File: config.mk
export PLATFORM = sky130hd
export DESIGN_NAME = mem_stage
export DESIGN_NICKNAME = d
export VERILOG_FILES = /design/src/rtl/rv32i_pkg.sv /design/src/rtl/ls_align.sv /design/src/rtl/mem_stage.sv
export SDC_FILE = /design/constraint.sdc
export NUM_CORES = 1
export LEC_CHECK = 0
export BUFFER_PORTS_ARGS = -buffer_cell sky130_fd_sc_hd__buf_2
export CORE_AREA = 5 5 210 212
export DETAILED_ROUTE_END_ITERATION = 10
export DIE_AREA = 0 0 215 217
export SLEW_MARGIN = 10
export SYNTH_ARGS = -nofsm -noshare
export SYNTH_HDL_FRONTEND = slang
export SYNTH_SLANG_ARGS = --single-unit
File: constraint.sdc
create_clock -name clk -period 5.45 [get_ports clk]
set_input_delay 1.09 -clock clk [delete_from_list [all_inputs] [get_ports clk]]
set_output_delay 1.09 -clock clk [all_outputs]
set_load 0.01 [all_outputs]
File: src/rtl/rv32i_pkg.sv
// Shared RV32I memory-stage definitions: widths, funct3 load/store codes,
// NOP encoding, writeback source codes, the MEM FSM state enum and the
// MEM->WB payload struct.
package rv32i_pkg;

    localparam int unsigned XLEN   = 32;
    localparam int unsigned REG_AW = 5;
    localparam int unsigned BE_W   = 4;

    // Canonical NOP: addi x0, x0, 0
    localparam logic [XLEN-1:0] NOP_INSN = 32'h0000_0013;

    // funct3 (iw[14:12]) for loads and stores
    localparam logic [2:0] F3_LB  = 3'b000;
    localparam logic [2:0] F3_LH  = 3'b001;
    localparam logic [2:0] F3_LW  = 3'b010;
    localparam logic [2:0] F3_LBU = 3'b100;
    localparam logic [2:0] F3_LHU = 3'b101;
    localparam logic [2:0] F3_SB  = 3'b000;
    localparam logic [2:0] F3_SH  = 3'b001;
    localparam logic [2:0] F3_SW  = 3'b010;

    typedef enum logic [1:0] {
        WB_SRC_ALU = 2'b00,
        WB_SRC_RAM = 2'b01,
        WB_SRC_IO  = 2'b10
    } wb_src_e;

    typedef enum logic {
        MEM_IDLE = 1'b0,
        MEM_WAIT = 1'b1
    } mem_state_e;

    typedef struct packed {
        logic [XLEN-1:0]   pc;
        logic [XLEN-1:0]   iw;
        logic [XLEN-1:0]   alu;
        logic [XLEN-1:0]   ram_data;
        logic [XLEN-1:0]   io_data;
        logic [REG_AW-1:0] wb_reg;
        logic              wb_enable;
        wb_src_e           wb_src;
    } wb_bus_t;

endpackage

File: src/rtl/ls_align.sv
// Load/store lane alignment (purely combinational).
// Ports:
//   funct3    - access width/sign from the instruction word
//   addr_lo   - low two address bits selecting the byte lane
//   st_data   - raw store data (rs2)
//   ram_rdata - raw RAM read word;  ram_load - lane-selected, extended
//   io_rdata  - raw I/O read word;  io_load  - lane-selected, extended
//   be        - byte enables;       wdata    - lane-replicated store data
// Half accesses use only addr_lo[1]; a stray addr_lo[0] is truncated.
module ls_align
    import rv32i_pkg::*;
(
    input  logic [2:0]      funct3,
    input  logic [1:0]      addr_lo,
    input  logic [XLEN-1:0] st_data,
    input  logic [XLEN-1:0] ram_rdata,
    input  logic [XLEN-1:0] io_rdata,
    output logic [BE_W-1:0] be,
    output logic [XLEN-1:0] wdata,
    output logic [XLEN-1:0] ram_load,
    output logic [XLEN-1:0] io_load
);

    // Select the addressed lane and sign- or zero-extend it
    function automatic logic [XLEN-1:0] load_ext(
        input logic [2:0]      f3,
        input logic [1:0]      lo,
        input logic [XLEN-1:0] d
    );
        logic [7:0]  b;
        logic [15:0] h;
        b = d[{lo, 3'b000} +: 8];
        h = lo[1] ? d[31:16] : d[15:0];
        unique case (f3)
            F3_LB:   return {{24{b[7]}}, b};
            F3_LH:   return {{16{h[15]}}, h};
            F3_LBU:  return {24'h00_0000, b};
            F3_LHU:  return {16'h0000, h};
            default: return d;
        endcase
    endfunction

    // Byte enables and store replication by access width
    always_comb begin
        be    = 4'b1111;
        wdata = st_data;
        unique case (funct3[1:0])
            F3_SB[1:0]: begin
                be    = 4'b0001 << addr_lo;
                wdata = {4{st_data[7:0]}};
            end
            F3_SH[1:0]: begin
                be    = 4'b0011 << {addr_lo[1], 1'b0};
                wdata = {2{st_data[15:0]}};
            end
            default: begin
                be    = 4'b1111;
                wdata = st_data;
            end
        endcase
    end

    assign ram_load = load_ext(funct3, addr_lo, ram_rdata);
    assign io_load  = load_ext(funct3, addr_lo, io_rdata);

endmodule

File: src/rtl/mem_stage.sv
// RV32I memory stage: routes loads/stores to a handshaked RAM port or a
// single-cycle memory-mapped I/O window, stalls upstream while RAM is
// pending, and registers results for writeback.
// Ports:
//   clk, reset (sync, active-high)
//   EX inputs   : pc_in, iw_in, alu_in, rs2_data_in, wb_reg_in,
//                 wb_enable_in, mem_read_in, mem_write_in
//   stall_out   : hold upstream stages
//   RAM port    : memif_req/we/addr/wdata/be out, memif_rdata/ack in
//   I/O port    : io_we/addr/wdata/be out, io_rdata in (same-cycle)
//   WB outputs  : pc_out, iw_out, alu_out, memif_rdata_out, io_rdata_out,
//                 wb_reg_out, wb_enable_out, wb_src_out (registered)
//   Forwarding  : df_mem_enable, df_mem_reg, df_mem_data
// Build option: define MEM_ALIGN_CHECK_EN to trap misaligned half/word
// accesses and add the misalign_err_out port.
module mem_stage
    import rv32i_pkg::*;
#(
    parameter logic [31:0] IO_BASE = 32'h8000_0000,
    parameter logic [31:0] IO_SIZE = 32'h0000_1000
) (
    input  logic              clk,
    input  logic              reset,
    input  logic [XLEN-1:0]   pc_in,
    input  logic [XLEN-1:0]   iw_in,
    input  logic [XLEN-1:0]   alu_in,
    input  logic [XLEN-1:0]   rs2_data_in,
    input  logic [REG_AW-1:0] wb_reg_in,
    input  logic              wb_enable_in,
    input  logic              mem_read_in,
    input  logic              mem_write_in,
    output logic              stall_out,
    output logic              memif_req,
    output logic              memif_we,
    output logic [XLEN-1:0]   memif_addr,
    output logic [XLEN-1:0]   memif_wdata,
    output logic [BE_W-1:0]   memif_be,
    input  logic [XLEN-1:0]   memif_rdata,
    input  logic              memif_ack,
    output logic              io_we,
    output logic [XLEN-1:0]   io_addr,
    output logic [XLEN-1:0]   io_wdata,
    output logic [BE_W-1:0]   io_be,
    input  logic [XLEN-1:0]   io_rdata,
    output logic [XLEN-1:0]   pc_out,
    output logic [XLEN-1:0]   iw_out,
    output logic [XLEN-1:0]   alu_out,
    output logic [XLEN-1:0]   memif_rdata_out,
    output logic [XLEN-1:0]   io_rdata_out,
    output logic [REG_AW-1:0] wb_reg_out,
    output logic              wb_enable_out,
    output logic [1:0]        wb_src_out,
    output logic              df_mem_enable,
    output logic [REG_AW-1:0] df_mem_reg,
    output logic [XLEN-1:0]   df_mem_data
`ifdef MEM_ALIGN_CHECK_EN
    ,
    output logic              misalign_err_out
`endif
);

    logic [2:0]      funct3;
    logic            mem_acc;
    logic            io_hit;
    logic            misalign;
    logic            ram_access;
    logic [32:0]     addr_x;
    logic [32:0]     io_lo;
    logic [32:0]     io_hi;
    logic [BE_W-1:0] lane_be;
    logic [XLEN-1:0] lane_wdata;
    logic [XLEN-1:0] ram_load;
    logic [XLEN-1:0] io_load;

    mem_state_e state_q, state_d;
    wb_bus_t    wb_q, wb_d;

    assign funct3  = iw_in[14:12];
    assign mem_acc = mem_read_in | mem_write_in;

    // 33-bit compare so a window ending at 2^32 does not wrap
    assign addr_x = {1'b0, alu_in};
    assign io_lo  = {1'b0, IO_BASE};
    assign io_hi  = {1'b0, IO_BASE} + {1'b0, IO_SIZE};
    assign io_hit = (addr_x >= io_lo) && (addr_x < io_hi);

`ifdef MEM_ALIGN_CHECK_EN
    assign misalign = mem_acc &
                      (((funct3[1:0] == F3_LH[1:0]) & alu_in[0]) |
                       ((funct3[1:0] == F3_LW[1:0]) & (|alu_in[1:0])));
`else
    assign misalign = 1'b0;
`endif

    assign ram_access = mem_acc & ~io_hit & ~misalign;

    ls_align u_ls_align (
        .funct3    (funct3),
        .addr_lo   (alu_in[1:0]),
        .st_data   (rs2_data_in),
        .ram_rdata (memif_rdata),
        .io_rdata  (io_rdata),
        .be        (lane_be),
        .wdata     (lane_wdata),
        .ram_load  (ram_load),
        .io_load   (io_load)
    );

    // RAM request FSM state register
    always_ff @(posedge clk) begin
        if (reset) begin
            state_q <= MEM_IDLE;
        end else begin
            state_q <= state_d;
        end
    end

    // Next state, request and stall; upstream holds inputs while stalled
    always_comb begin
        state_d   = state_q;
        memif_req = 1'b0;
        stall_out = 1'b0;
        unique case (state_q)
            MEM_IDLE: begin
                memif_req = ram_access;
                stall_out = ram_access & ~memif_ack;
                if (ram_access & ~memif_ack) begin
                    state_d = MEM_WAIT;
                end
            end
            MEM_WAIT: begin
                memif_req = 1'b1;
                stall_out = ram_access & ~memif_ack;
                if (memif_ack) begin
                    state_d = MEM_IDLE;
                end
            end
        endcase
    end

    assign memif_we    = mem_write_in;
    assign memif_addr  = {alu_in[31:2], 2'b00};
    assign memif_wdata = lane_wdata;
    assign memif_be    = lane_be;

    assign io_we    = mem_write_in & io_hit & ~misalign;
    assign io_addr  = alu_in;
    assign io_wdata = lane_wdata;
    assign io_be    = lane_be;

    // Loads are not forwardable: their data is not known here yet
    assign df_mem_enable = wb_enable_in & ~mem_read_in;
    assign df_mem_reg    = wb_reg_in;
    assign df_mem_data   = alu_in;

    // WB payload: bubble while stalled, else the current instruction
    always_comb begin
        wb_d = '0;
        if (stall_out) begin
            wb_d.iw = NOP_INSN;
        end else begin
            wb_d.pc        = pc_in;
            wb_d.iw        = iw_in;
            wb_d.alu       = alu_in;
            wb_d.ram_data  = ram_load;
            wb_d.io_data   = io_load;
            wb_d.wb_reg    = wb_reg_in;
            wb_d.wb_enable = wb_enable_in & ~misalign;
            if (mem_read_in) begin
                wb_d.wb_src = io_hit ? WB_SRC_IO : WB_SRC_RAM;
            end else begin
                wb_d.wb_src = WB_SRC_ALU;
            end
        end
    end

    always_ff @(posedge clk) begin
        if (reset) begin
            wb_q <= '0;
        end else begin
            wb_q <= wb_d;
        end
    end

    assign pc_out          = wb_q.pc;
    assign iw_out          = wb_q.iw;
    assign alu_out         = wb_q.alu;
    assign memif_rdata_out = wb_q.ram_data;
    assign io_rdata_out    = wb_q.io_data;
    assign wb_reg_out      = wb_q.wb_reg;
    assign wb_enable_out   = wb_q.wb_enable;
    assign wb_src_out      = wb_q.wb_src;

`ifdef MEM_ALIGN_CHECK_EN
    logic misalign_q;
    logic misalign_d;

    assign misalign_d = misalign;

    // One-cycle error pulse aligned with the WB outputs
    always_ff @(posedge clk) begin
        if (reset) begin
            misalign_q <= 1'b0;
        end else begin
            misalign_q <= misalign_d;
        end
    end

    assign misalign_err_out = misalign_q;
`endif

endmodule

==> impl_metrics.json, run 1 <==
{
  "tns_ns": 0,
  "antenna_left": 0,
  "cap_violations": 0,
  "synth.avg_cell_area_sq_um": 9.950,
  "dp_slack_ns": 1.398,
  "path_delay_family": "simple AND/OR/NAND/NOR gates",
  "ys_warn_count": 0,
  "clk_pin_slew_ns": 0.07,
  "power.leakage_uw": 0.005000,
  "layout_common_cells": "buf_2 (546), dfxtp_1 (169), and2_1 (99)",
  "wl_per_cell_um": 18.28,
  "ys_ff_latch": 169,
  "cts_buffer_depth": 2,
  "clk_latency_ns": 0.46,
  "yosysTopAreaCell": "dfxtp_1",
  "h-tree-depth": 4,
  "dp.final_hpwl_um": 24710,
  "drive_gt1_frac": 0.5700,
  "syn_inst": 730,
  "cp_slowest_stage_delay_ns": 0.93,
  "via_count": 6556,
  "grt_pass1_wl_um": 43050,
  "path_class": "in2out",
  "initial_core_util": 0.1739,
  "powerDensity_mw_per_mm2": 308.5,
  "place_area_sq_mm": 0.009420,
  "synthTopCellsByArea": "dfxtp_1 (47%), buf_4 (16%), and2_1 (8.5%)",
  "r2r_slack_ns": 4.93,
  "fmax_mhz": 248.2,
  "netlist_area_sq_mm": 0.007263,
  "synth-main-ff-cell": "dfxtp_1",
  "grt_antenna_before_repair": 4,
  "grt_usage": 0.1242,
  "fin_skew_ns": 0,
  "cts_num_sinks": 169,
  "fin_util": 0.2396,
  "async_reset_ff_frac": 0,
  "fillers": 4525,
  "dieWidth_um": 215,
  "gp_congestion": 0.9063,
  "final.period_utilization": 0.7393,
  "io_pins": 549,
  "cts_resized": 0,
  "worstPathCellList": "buf_2 > nor2_1 > mux2_2 > buf_2",
  "grt_max_degree": 100,
  "finalHoldViolCount": 0,
  "mostFrequentLayoutCell": "buf_2",
  "status": "finished clean",
  "drt_iter0_markers": 330,
  "cp_num_buf_inv": 2,
  "slew_violations": 0,
  "route.detailed.drc": 0,
  "stdcell_count": 1668,
  "grt_overflow": 0,
  "worst_pin_slew_ns": 1.138,
  "core_area_sq_mm": 0.04176,
  "synth_cell_type_count": 44,
  "min_period_ns": 4.029,
  "endpoint_kind": "output pin",
  "postCtsHoldBufs": 0,
  "place_inst": 1635,
  "cpMostUsedCell": "buf_2",
  "crit_fanout": 20,
  "post-cts-setup-buffer-count": 0,
  "synth_edf_count": 0,
  "cp.arrival_ns": 2.94,
  "cts_tree": "done",
  "cts-root-buf": "clkbuf_16",
  "first_pass_iters": 5,
  "rsz0062_at_grt": "no",
  "synth-seq-area-share": 0.4658,
  "wl_um": 30500,
  "num_rows": 75,
  "syn2layout_area_growth_pct": 37.73,
  "fin_ws_ns": 1.421,
  "grt_pass1_vias": 6679,
  "ir_drop_uv": 178.2,
  "cts_made_buffers": 17,
  "hold_path_class": "reg2reg",
  "io_buffers": 546,
  "die_h_um": 217,
  "via_per_inst": 3.930,
  "nets": 1318,
  "startpoint_type": "input port",
  "die-area_sq_mm": 0.04666,
  "worstPathRequired_ns": 4.36,
  "netlist.area_leader.share": 0.4658,
  "finalInstanceArea_sq_mm": 0.01000,
  "cp_slowest_cell": "nor2_1",
  "setup_viol": 0,
  "relSlewSlack": 0.2387
}
## state kept, by name, summed over array words and instances, names as in the netlist
signal,flops
iw_out,32
io_rdata_out,32
state_q,1
memif_rdata_out,32
wb_src_out,2
pc_out,32
wb_enable_out,1
wb_reg_out,5
alu_out,32
## cells in the mapped netlist, types with 9 or more instances
| cell type | count |
|---|---|
| buf_2 | 14 |
| o22ai_2 | 10 |
| nor2b_1 | 18 |
| buf_4 | 151 |
| clkbuf_1 | 16 |
| o22a_1 | 16 |
| nor2_1 | 11 |
| dfxtp_1 | 169 |
| o21ai_0 | 9 |
| a21oi_1 | 51 |
| and2_1 | 99 |
| nand2_1 | 47 |
| nor3_2 | 10 |
| mux2_2 | 30 |
| a22oi_1 | 14 |
## logic make-up (layout without fill, tap and decap cells)
family | count (synthesis) | count (layout) | share of synthesized area
AO/OA/AOI/OAI | 118 | 118 | 0.1121
multiplexers | 42 | 42 | 0.07046
buffers and inverters | 192 | 589 | 0.1828
flip-flops | 169 | 169 | 0.4658
other | 1 | 3 | 0.0005163
AND/OR/NAND/NOR | 208 | 208 | 0.1683
## power by group
| part | internal [uW] | switching (uW) |
|---|---|---|
| combinational | 233 | 318 |
| sequential | 1300 | 16.2 |
| clock | 653 | 566 |
## worst min-delay path, stage by stage (launching register included)
cell     delay, ns
dfxtp_1       0.33
nand2_1       0.05
o41ai_1       0.05
## cell type report
class / count / area [sq um] / area share
Timing Repair Buffer: 552 / 2778 / 0.2777
Inverter: 5 / 18.77 / 0.001876
Tap cell: 539 / 674.4 / 0.06742
Multi-Input combinational cell: 370 / 2566 / 0.2565
Clock inverter: 13 / 137.6 / 0.01376
Sequential cell: 169 / 3383 / 0.3382
Clock buffer: 19 / 442.9 / 0.04428
Antenna cell: 1 / 2.502 / 0.0002502
## final timing paths
kind / start / end / depth (start not counted)
hold / removal: state_q$_SDFF_PP0_ / state_q$_SDFF_PP0_ / 2
setup reg to reg: state_q$_SDFF_PP0_ / state_q$_SDFF_PP0_ / 2
hold reg to reg: state_q$_SDFF_PP0_ / state_q$_SDFF_PP0_ / 2
setup / recovery: iw_in[12] / memif_wdata[14] / 4
## layer usage
metal	vias to the layer above	part of all wire	track usage
met1	3038	0.38	0.1334
met2	408	0.49	0.2148
met5	-	0.00069	0
met4	4	0.029	0.05398
met3	44	0.097	0.05281
li1	3062	-	-
## stage by stage
stage | hold WS, ns | total power (uW)
2_1_floorplan | 0.4139 | 1679
3_3_place_gp | 0.4272 | 1901
3_5_place_dp | 0.4370 | 1904
4_1_cts | 0.4539 | 3151
5_1_grt | 0.5299 | 3244
6_report | 0.4521 | 3086
Power figures use the tool's default switching activity.
==> inputs of run 2 (changes only) <==
Clock period 5.45 ns to 3.55 ns, I/O delays scaled along.
==> run 2 against run 1 <==
Combinational power rose by 55%. Global-route usage rose by 0.27 points. Clock-buffer cell count fell by 2. Clock power rose by 66%. Flip-flop and latch count did not move. Sequential power rose by 53%. Highest routed layer unchanged. First-iteration DRC count fell by 7.6%. Setup slack got worse by 0.79 ns. Worst hold slack got worse by 0.033 ns. Die area did not move. Critical endpoint is now stall_out.
==> impl_metrics.json, run 2 (same netlist as run 1, synthesis figures left out) <==
{
  "dieWidth_um": 215,
  "final.period_utilization": 0.8222,
  "cts_num_sinks": 169,
  "finalHoldViolCount": 0,
  "hold_path_class": "in2reg",
  "cts_tree": "done",
  "grt_pass1_vias": 6803,
  "wl_per_cell_um": 18.48,
  "total_power_uw": 4899,
  "wl_um": 30950,
  "rsz0062_at_grt": "no",
  "worst_pin_slew_ns": 0.7988,
  "postCtsHoldBufs": 0,
  "power.leakage_uw": 0.005068,
  "path_class": "in2out",
  "io_pins": 549,
  "post-cts-setup-buffer-count": 0,
  "cpMostUsedCell": "buf_2",
  "grt_overflow": 0,
  "n_antenna_cell": 0,
  "cp_slowest_stage_delay_ns": 0.48,
  "via_count": 6587,
  "min_period_ns": 2.919,
  "gp_congestion": 0.8882,
  "layout_common_cells": "buf_2 (546), dfxtp_1 (169), and2_1 (99)",
  "via_per_inst": 3.933,
  "tns_ns": 0,
  "worstPathRequired_ns": 2.84,
  "core_area_sq_mm": 0.04176,
  "io_buffers": 546,
  "cts-root-buf": "clkbuf_16",
  "syn2layout_area_growth_pct": 39.41,
  "dp.final_hpwl_um": 25490,
  "cp.arrival_ns": 2.21,
  "grt_antenna_before_repair": 2,
  "worstPathCellList": "buf_2 > nor4_1 > nand3_1 > o221ai_1 > inv_1 > buf_2",
  "ir_drop_uv": 320.2,
  "powerDensity_mw_per_mm2": 483.8,
  "h-tree-depth": 4,
  "r2r_slack_ns": 3.02,
  "endpoint_kind": "output pin",
  "dp_slack_ns": 0.6686,
  "first_pass_iters": 5,
  "mostFrequentLayoutCell": "buf_2",
  "cap_violations": 0,
  "fin_skew_ns": 0,
  "num_rows": 75,
  "drt_iter0_markers": 305,
  "cts_made_buffers": 17,
  "fin_ws_ns": 0.6313,
  "die-area_sq_mm": 0.04666,
  "nets": 1326,
  "drive_gt1_frac": 0.5739,
  "crit_fanout": 6,
  "stdcell_count": 1675,
  "clk_latency_ns": 0.47,
  "r2r-end": "state_q$_SDFF_PP0_",
  "crit_end": "stall_out",
  "grt_max_degree": 70,
  "grt_usage": 0.1269,
  "clk_pin_slew_ns": 0.08,
  "status": "finished clean",
  "critPathLaunch": "alu_in[28]",
  "antenna_left": 0,
  "cts_buffer_depth": 2,
  "route.detailed.drc": 0,
  "grt_pass1_wl_um": 43900,
  "cts_resized": 0,
  "setup_viol": 0,
  "r2r_cells": 2,
  "initial_core_util": 0.1739,
  "cp_slowest_cell": "nor4_1",
  "startpoint_type": "input port",
  "slew_violations": 0,
  "fmax_mhz": 342.6,
  "die_h_um": 217,
  "place_inst": 1643,
  "worstReg2RegStart": "state_q$_SDFF_PP0_",
  "relSlewSlack": 0.4661
}
## run 2: cell types whose count changed in the layout (fill, tap and decap cells not counted)
cell and change:
buf_4 +8, clkbuf_1 -1, clkbuf_8 -1, clkinv_2 -2
clkinv_8 +6, clkinvlp_4 -2, diode_2 -1, inv_12 +1
inv_6 -2, inv_8 +1
## run 2: metal layers
| layer | up-vias | part of all wire | track usage |
|---|---|---|---|
| met1 | 3074 | 0.37 | 0.1353 |
| met2 | 403 | 0.50 | 0.2223 |
| li1 | 3072 | - | - |
| met4 | 2 | 0.025 | 0.04672 |
| met3 | 36 | 0.10 | 0.05739 |
| met5 | - | 0.00042 | 0 |
## run 2: power by group
part	total (uW)	internal [uW]	leakage (uW)	switching, uW
Clock	2030	1030	0.000310	995
Combinational	852	363	0.00337	489
Sequential	2020	1990	0.00139	27.1
Total	4900	3390	0.00507	1510
## run 2: area by class of cell
cell class                 count  area, sq um
fill                        4526        31630
sequential                   169         3383
timing repair buffer         560         2838
multi-input combinational    370         2566
tap                          539        674.4
clock buffer                  17        425.4
clock inverter                15        220.2
inverter                       5        18.77
## run 2: critical path: cells and delay by family
family | cells | cell delay, ns
simple gates | 2 | 0.65
compound gates | 1 | 0.45
buf+inv | 3 | 0.39
## run 2: worst min-delay path by stage
stage / start / endpoint / slack [ns] / cells past startpoint
2_1_floorplan: state_q$_SDFF_PP0_ / state_q$_SDFF_PP0_ / 0.41 / 2
3_3_place_gp: state_q$_SDFF_PP0_ / state_q$_SDFF_PP0_ / 0.43 / 2
3_5_place_dp: state_q$_SDFF_PP0_ / state_q$_SDFF_PP0_ / 0.44 / 2
4_1_cts: iw_in[8] / iw_out[8]$_SDFF_PP0_ / 0.36 / 2
5_1_grt: pc_in[11] / pc_out[11]$_SDFF_PP0_ / 0.39 / 2
6_report: iw_in[8] / iw_out[8]$_SDFF_PP0_ / 0.42 / 2
## run 2: through the flow
stage	util	hold slack, ns	instance area, sq um
final	0.2425	0.4196	10130
after global placement	0.2270	0.4309	9480
after detailed placement	0.2270	0.4427	9480
after global routing	0.2425	0.3916	10130
after floorplan	-	0.4139	7267
after CTS	0.2425	0.3554	10130
==> inputs of run 3 (changes only) <==
Clock period 3.55 ns to 2.63 ns, I/O delays scaled along.
==> run 3 against run 2 <==
Global-route usage about the same. Utilization up 0.13 points. Cell count rose by 0.42%. Clock-buffer cell count stayed put. Clock power grew 28%. Power is 33% higher. Flip-flop and latch count unchanged. First-iteration DRC count down 28%. Non-clock buffer count is 6 higher. Register-to-register slack worse by 0.92 ns. Highest routed layer is now met4.
==> impl_metrics.json, run 3 (same netlist as run 1, synthesis figures left out) <==
{
  "mostFrequentLayoutCell": "buf_2",
  "first_pass_iters": 4,
  "rsz0062_at_grt": "no",
  "grt_usage": 0.1269,
  "dp.final_hpwl_um": 25240,
  "drive_gt1_frac": 0.5762,
  "cp.arrival_ns": 1.78,
  "worstPathCellList": "buf_2 > nor4b_2 > nand2_1 > o221ai_1 > buf_4 > inv_1 > buf_2",
  "startpoint_type": "input port",
  "path_delay_family": "simple AND/OR/NAND/NOR gates",
  "die-area_sq_mm": 0.04666,
  "grt_pass1_vias": 6717,
  "dieWidth_um": 215,
  "status": "finished clean",
  "initial_core_util": 0.1739,
  "antenna_left": 0,
  "cap_violations": 0,
  "via_count": 6603,
  "syn2layout_area_growth_pct": 40.19,
  "ir_drop_uv": 394.6,
  "cts_tree": "done",
  "cts_num_sinks": 169,
  "fmax_mhz": 434.3,
  "grt_pass1_wl_um": 43450,
  "hold_path_class": "in2reg",
  "slew_violations": 0,
  "endpoint_kind": "output pin",
  "grt_max_degree": 65,
  "io_pins": 549,
  "cp_slowest_cell": "nor4b_2",
  "cpMostUsedCell": "buf_2",
  "crit_fanout": 5,
  "cts-root-buf": "clkbuf_16",
  "grt_antenna_before_repair": 1,
  "worstPathRequired_ns": 2.10,
  "cts_buffer_depth": 2,
  "via_per_inst": 3.926,
  "powerDensity_mw_per_mm2": 637.7,
  "wl_per_cell_um": 18.34,
  "fin_util": 0.2438,
  "finalHoldViolCount": 0,
  "die_h_um": 217,
  "power.leakage_uw": 0.005099,
  "path_class": "in2out",
  "cp_slowest_stage_delay_ns": 0.42,
  "h-tree-depth": 4,
  "clk_pin_slew_ns": 0.08,
  "tns_ns": 0,
  "num_rows": 75,
  "cts_made_buffers": 17,
  "drt_iter0_markers": 219,
  "gp_congestion": 0.9116,
  "wl_um": 30850,
  "io_buffers": 546,
  "layout_common_cells": "buf_2 (546), dfxtp_1 (169), and2_1 (99)",
  "stdcell_count": 1682,
  "fin_skew_ns": 0,
  "grt_overflow": 0,
  "postCtsHoldBufs": 0,
  "setup_viol": 0,
  "route.detailed.drc": 0,
  "min_period_ns": 2.303,
  "cp_num_buf_inv": 4,
  "worst_pin_slew_ns": 0.6047,
  "relSlewSlack": 0.5959,
  "core_area_sq_mm": 0.04176,
  "place_inst": 1649,
  "clk_latency_ns": 0.47,
  "post-cts-setup-buffer-count": 0,
  "nets": 1332,
  "cts_resized": 0,
  "final.period_utilization": 0.8755
}
run 3: cell count changes in the layout (fill, tap and decap cells not counted), sizes merged:
cell | previous run | this run
clkinv | 10 | 9
bufinv | 1 | 0
diode | 0 | 1
inv | 9 | 11
buf | 560 | 566
run 3: final timing paths:
kind / startpoint / to / slack (ns) / depth (start not counted)
setup / recovery: alu_in[30] / stall_out / 0.33 / 7
hold / removal: pc_in[5] / pc_out[5]$_SDFF_PP0_ / 0.23 / 2
setup reg to reg: state_q$_SDFF_PP0_ / state_q$_SDFF_PP0_ / 2.10 / 2
hold reg to reg: state_q$_SDFF_PP0_ / state_q$_SDFF_PP0_ / 0.46 / 2
run 3: area by class of cell:
type | instances | area (sq um)
fillers | 4542 | 31580
flip-flops and latches | 169 | 3383
repair buffers | 566 | 2920
multi-input cells | 370 | 2566
well taps | 539 | 674.4
clock buffers | 17 | 425.4
clock inverters | 15 | 191.4
inverters | 5 | 18.77
diodes | 1 | 2.502
run 3: through the flow:
stage / setup WS [ns] / hold WS [ns] / cell area [sq um] / total power, uW
global placement: 0.3064 / 0.4337 / 9563 / 3967
detailed placement: 0.3155 / 0.4459 / 9563 / 3974
floorplan: 0.4485 / 0.4139 / 7267 / 3478
CTS: 0.3134 / 0.1696 / 10180 / 6659
global route: 0.2282 / 0.1995 / 10180 / 6827
finish: 0.3274 / 0.2301 / 10180 / 6494
run 3: layer usage:
| metal | routed length [um] | track usage |
|---|---|---|
| met2 | 14720 | 0.2123 |
| met3 | 3128 | 0.06323 |
| met5 | 0 | 0 |
| met1 | 11810 | 0.1339 |
| met4 | 1188 | 0.06123 |
run 3: worst reg2reg max path: stages, from the launching register on:
cell     delay, ns
dfxtp_1       0.33
nand2_1       0.05
o41ai_1       0.05
run 3: power breakdown:
part	internal, uW	switching [uW]
clock	1290	1310
combinational	505	664
sequential	2690	33.8
